--- src/rtl/game_state_ctrl.sv ---
// Snake game-flow controller: PS/2 key decode, init pulse, lives, screen select.
// Optional lives counter enabled by defining GAME_STATE_LIVES_EN.
module game_state_ctrl #(
    parameter logic [7:0] KEY_START   = 8'h1B,
    parameter logic [7:0] KEY_ESC     = 8'h76,
    parameter logic [7:0] KEY_PAUSE   = 8'h4D,
    parameter logic [7:0] KEY_RESUME  = 8'h2D,
    parameter logic [7:0] BREAK_CODE  = 8'hF0,
    parameter int         INIT_CYCLES = 4,
    parameter int         NUM_LIVES   = 3
) (
    input  logic       clk,
    input  logic       rst,
    input  logic [7:0] key_code,
    input  logic       key_valid,
    input  logic       died,
    output logic       init_snake,
    output logic       screen_black,
    output logic       screen_pause,
    output logic       game_over,
    output logic [3:0] lives,
    output logic [2:0] state
);

    typedef enum logic [2:0] {
        S_BLACK = 3'd0,
        S_INIT  = 3'd1,
        S_RUN   = 3'd2,
        S_PAUSE = 3'd3,
        S_OVER  = 3'd4
    } state_t;

    localparam logic [7:0] INIT_LAST = 8'(INIT_CYCLES - 1);

    state_t     state_q, state_d;
    logic [7:0] cnt_q, cnt_d;
    logic       brk_q;
    logic       died_q;
    logic       key_ev, k_start, k_esc, k_pause, k_resume;
    logic       die_ev, last_life;
    logic       load_lives, dec_lives;

    // Byte after a break prefix is the released key and must not act.
    assign key_ev   = key_valid && !brk_q && (key_code != BREAK_CODE);
    assign k_start  = key_ev && (key_code == KEY_START);
    assign k_esc    = key_ev && (key_code == KEY_ESC);
    assign k_pause  = key_ev && (key_code == KEY_PAUSE);
    assign k_resume = key_ev && (key_code == KEY_RESUME);
    assign die_ev   = died && !died_q;

    always_ff @(posedge clk or posedge rst) begin
        if (rst) begin
            state_q <= S_BLACK;
            cnt_q   <= '0;
            brk_q   <= 1'b0;
            died_q  <= 1'b0;
        end else begin
            state_q <= state_d;
            cnt_q   <= cnt_d;
            died_q  <= died;
            if (key_valid) begin
                if (brk_q)
                    brk_q <= 1'b0;
                else if (key_code == BREAK_CODE)
                    brk_q <= 1'b1;
            end
        end
    end

    always_comb begin
        state_d    = state_q;
        cnt_d      = '0;
        load_lives = 1'b0;
        dec_lives  = 1'b0;
        unique case (state_q)
            S_BLACK: begin
                if (k_start) begin
                    state_d    = S_INIT;
                    load_lives = 1'b1;
                end
            end
            S_INIT: begin
                if (k_start) begin
                    load_lives = 1'b1;
                end else if (k_esc) begin
                    state_d = S_BLACK;
                end else if (cnt_q == INIT_LAST) begin
                    state_d = S_RUN;
                end else begin
                    cnt_d = cnt_q + 8'd1;
                end
            end
            S_RUN: begin
                if (k_start) begin
                    state_d    = S_INIT;
                    load_lives = 1'b1;
                end else if (k_esc) begin
                    state_d = S_BLACK;
                end else if (k_pause) begin
                    state_d = S_PAUSE;
                end else if (die_ev) begin
                    dec_lives = 1'b1;
                    state_d   = last_life ? S_OVER : S_INIT;
                end
            end
            S_PAUSE: begin
                if (k_start) begin
                    state_d    = S_INIT;
                    load_lives = 1'b1;
                end else if (k_resume) begin
                    state_d = S_RUN;
                end else if (k_esc) begin
                    state_d = S_BLACK;
                end
            end
            S_OVER: begin
                if (k_start) begin
                    state_d    = S_INIT;
                    load_lives = 1'b1;
                end else if (k_esc) begin
                    state_d = S_BLACK;
                end
            end
            default: state_d = S_BLACK;
        endcase
    end

`ifdef GAME_STATE_LIVES_EN
    logic [3:0] lives_q;

    assign last_life = (lives_q <= 4'd1);

    always_ff @(posedge clk or posedge rst) begin
        if (rst)
            lives_q <= 4'(NUM_LIVES);
        else if (load_lives)
            lives_q <= 4'(NUM_LIVES);
        else if (dec_lives && lives_q != 4'd0)
            lives_q <= lives_q - 4'd1;
    end

    assign lives = (state_q == S_OVER) ? 4'd0 : lives_q;
`else
    logic unused_lives;

    // Without a counter every death ends the game.
    assign last_life    = 1'b1;
    assign lives        = 4'd1;
    assign unused_lives = load_lives ^ dec_lives;
`endif

    assign state        = state_q;
    assign init_snake   = (state_q == S_INIT);
    assign screen_black = (state_q == S_BLACK);
    assign screen_pause = (state_q == S_PAUSE) || (state_q == S_OVER);
    assign game_over    = (state_q == S_OVER);

endmodule

--- config.mk ---
export PLATFORM = sky130hd
export DESIGN_NAME = game_state_ctrl
export DESIGN_NICKNAME = d
export VERILOG_FILES = /design/src/rtl/game_state_ctrl.sv
export SDC_FILE = /design/constraint.sdc
export NUM_CORES = 1
export LEC_CHECK = 0
export ABC_AREA = 1
export CORE_MARGIN = 2
export CORE_UTILIZATION = 53
export DETAILED_ROUTE_END_ITERATION = 6
export PLACE_DENSITY_LB_ADDON = 0.3
export SLEW_MARGIN = 40
export SYNTH_ARGS = -nofsm -noshare
export SYNTH_HDL_FRONTEND = slang
export SYNTH_SLANG_ARGS = --single-unit
--- constraint.sdc ---
create_clock -name clk -period 2.9 [get_ports clk]
set_clock_uncertainty 0.05 [all_clocks]
set_input_delay 0.29 -clock clk [delete_from_list [all_inputs] [get_ports clk]]
set_output_delay 0.29 -clock clk [all_outputs]
set_load 0.05 [all_outputs]
==> metrics <==
sequential-to-total area share from yosys stat=32.26%; final wirelength=1.936 mm; FFs w/ async S/R, synth=100.0%; DP HPWL=1.598 mm; Flop pwr share=27.5%; largest net degree at the start of global routing=14; core box area=1764 um2; Power Density=728.3 nW/um2; internal reg-to-reg setup slack=1180 ps; Tmin final=2283 ps; vias in the first global route=866; drt drc=0; flops & latches, synth=13; RePlAce Congestion=0.8677; crit path cell chain=inv_1, nand3_1, inv_1, clkdlybuf4s50_1; starting density of the core=57.16%; worst-case vdd ir drop=0.4171 mV; syn avg cell area=6.955 um2; Slew HR=66.76%; Tightest Hold Check Type=input pin to asynchronous set/reset pin; CP required=2560 ps; Max-cap violations=0; clock transition at the registers of the reported paths=80 ps; top post-synthesis cells by count=nand2_1, nor2_1, inv_1; layout cell share with drive strength beyond 1=11.52%; Initial DRC Count=23; R2R Path Start=cnt_q[0]$_DFF_PP0_; Max Clk Rate=438.1 MHz; CTS buffer count=3; vias after detailed routing=903; RSZ-0062 raised after global routing=false; DR vias/cell=4.753; Max clock buf depth=2; placed insts=186; most frequent CP cell=inv_1; most frequent cell after synthesis=nand2_1; I/O pins=23; first-pass GRT wire length=3.367 mm; overall global routing resource usage=21.43%; Worst Setup Start Kind=flop; Yosys top cell by area=dfrtp_1; Final Hold Violating Endpoints=0; pre-CTS WS=936.7 ps; clock root buffer=clkbuf_4; Post-Syn Instances=145; part of the cycle the worst path needs=78.71%; post-cts resize count=0; Layout area overhead=21.34%; synthesized area=1008 um2; antenna violations before repair=0; Worst R2R Path Depth=6; worst skew pair latency=280 ps; H-tree Lvls=1; setup TNS=0 ps; # rows=15; Switch Pwr=0.4510 mW; Comb pwr share=60.0%; Final nets=179; Die H=47.62 um; global route overflow=0; # diodes=0; CTS tree=built; Setup violations, final=0; CP max FO=6; count of final max-slew check failures=0; Tot Pwr=0.8912 mW; Yosys top cell area share=32.26%; Worst setup EP type=output pin; Crit-path slowest cell=clkdlybuf4s50_1; WP data arrival=1940 ps; fillers=163; yosys warns=0; total die area=2268 um2; port buffer count=18; setup slack after layout=617.4 ps; Sink Count=13; Routed Antenna Nets=0; crit path kind=flop to output pin; Synth cell types=27; fin cells=190; Routed WL per cell=10.19 um; status=completed; Synth area leaders=dfrtp_1, nand2_1, nor2_1; clock share of power=12.5%; worst slew pin tran=494.0 ps; die width=47.62 um; Leakage Power=0.6183 nW; DRT Pass-1 Iters=4; setup repair bufs after CTS=0; Post-synth EDFFs=0; Hold-fix buffers, CTS=0; sw frac=50.60%; peak per-stage delay on the critical path=810 ps; internal power=0.4402 mW; RR Endpoint=cnt_q[7]$_DFF_PP0_; Synth Flop Type=dfrtp_1
-- through the flow --
step                hold slack, ps  util, %  cell area [um2]
floorplan                    117.0        -             1016
global placement             401.9    67.87             1197
detailed placement           413.6    67.87             1197
CTS                          301.7    69.36             1224
global route                 358.7    69.36             1224
finish                       285.9    69.36             1224
-- cells in the final DEF (no fill, tap or decap), types with 4 or more instances in the layout --
cell type        instances
clkdlybuf4s50_1         18
conb_1                   4
dfrtp_1                 13
inv_1                   25
nand2_1                 30
nand3_1                 10
nor2_1                  28
nor2_2                   4
xor2_1                   5
-- cell type report --
cell class	count	area, um2	area share [%]
Inverter	26	97.59	7.975
Clock buffer	4	26.28	2.147
Sequential cell	13	325.3	26.58
Timing Repair Buffer	18	180.2	14.72
Multi-Input combinational cell	104	563.0	46.01
Tap cell	25	31.28	2.556
-- metal layers --
layer	wire, um	vias up	track usage (%)
met4	6	0	7.568
met5	0	-	0
met3	51	2	3.396
li1	-	473	-
met2	1022	14	40.54
met1	854	414	24.11
-- how the worst max path moves through the flow --
stage | endpoint | startpoint | depth (start not counted)
6_report | init_snake | state[2]$_DFFE_PP0P_ | 4
4_1_cts | init_snake | state[2]$_DFFE_PP0P_ | 4
2_1_floorplan | state[0]$_DFFE_PP0P_ | state[2]$_DFFE_PP0P_ | 6
5_1_grt | screen_black | state[2]$_DFFE_PP0P_ | 2
3_3_place_gp | init_snake | state[2]$_DFFE_PP0P_ | 4
3_5_place_dp | init_snake | state[2]$_DFFE_PP0P_ | 4
-- state kept, by name (all words and copies together), names as in the netlist --
register  flops
cnt_q         8
state         3
died_q        1
brk_q         1
-- critical path, delay by kind of cell (launching register included) --
kind / cells / cell delay (ps)
flip-flops: 1 / 460
buffers and inverters: 3 / 1060
AND/OR/NAND/NOR: 1 / 150
-- logic make-up (layout without fill, tap and decap cells) --
family | count (synthesis) | in the layout | share of synthesized area (%)
simple gates | 88 | 88 | 44.54
compound gates | 5 | 5 | 3.350
flops | 13 | 13 | 32.26
xor+xnor | 6 | 6 | 5.211
other cells | 2 | 4 | 0.7447
buf+inv | 30 | 48 | 12.65
fa+ha+maj | 1 | 1 | 1.240
-- power groups by stage --
stage / registers, mW / logic, mW / clock network, mW
after floorplan: 0.298 / 0.338 / 0
after global placement: 0.248 / 0.518 / 0
after detailed placement: 0.249 / 0.534 / 0
after CTS: 0.245 / 0.535 / 0.115
after global routing: 0.250 / 0.586 / 0.122
final: 0.245 / 0.535 / 0.111
Note: power is estimated with default switching activity, not from simulation.
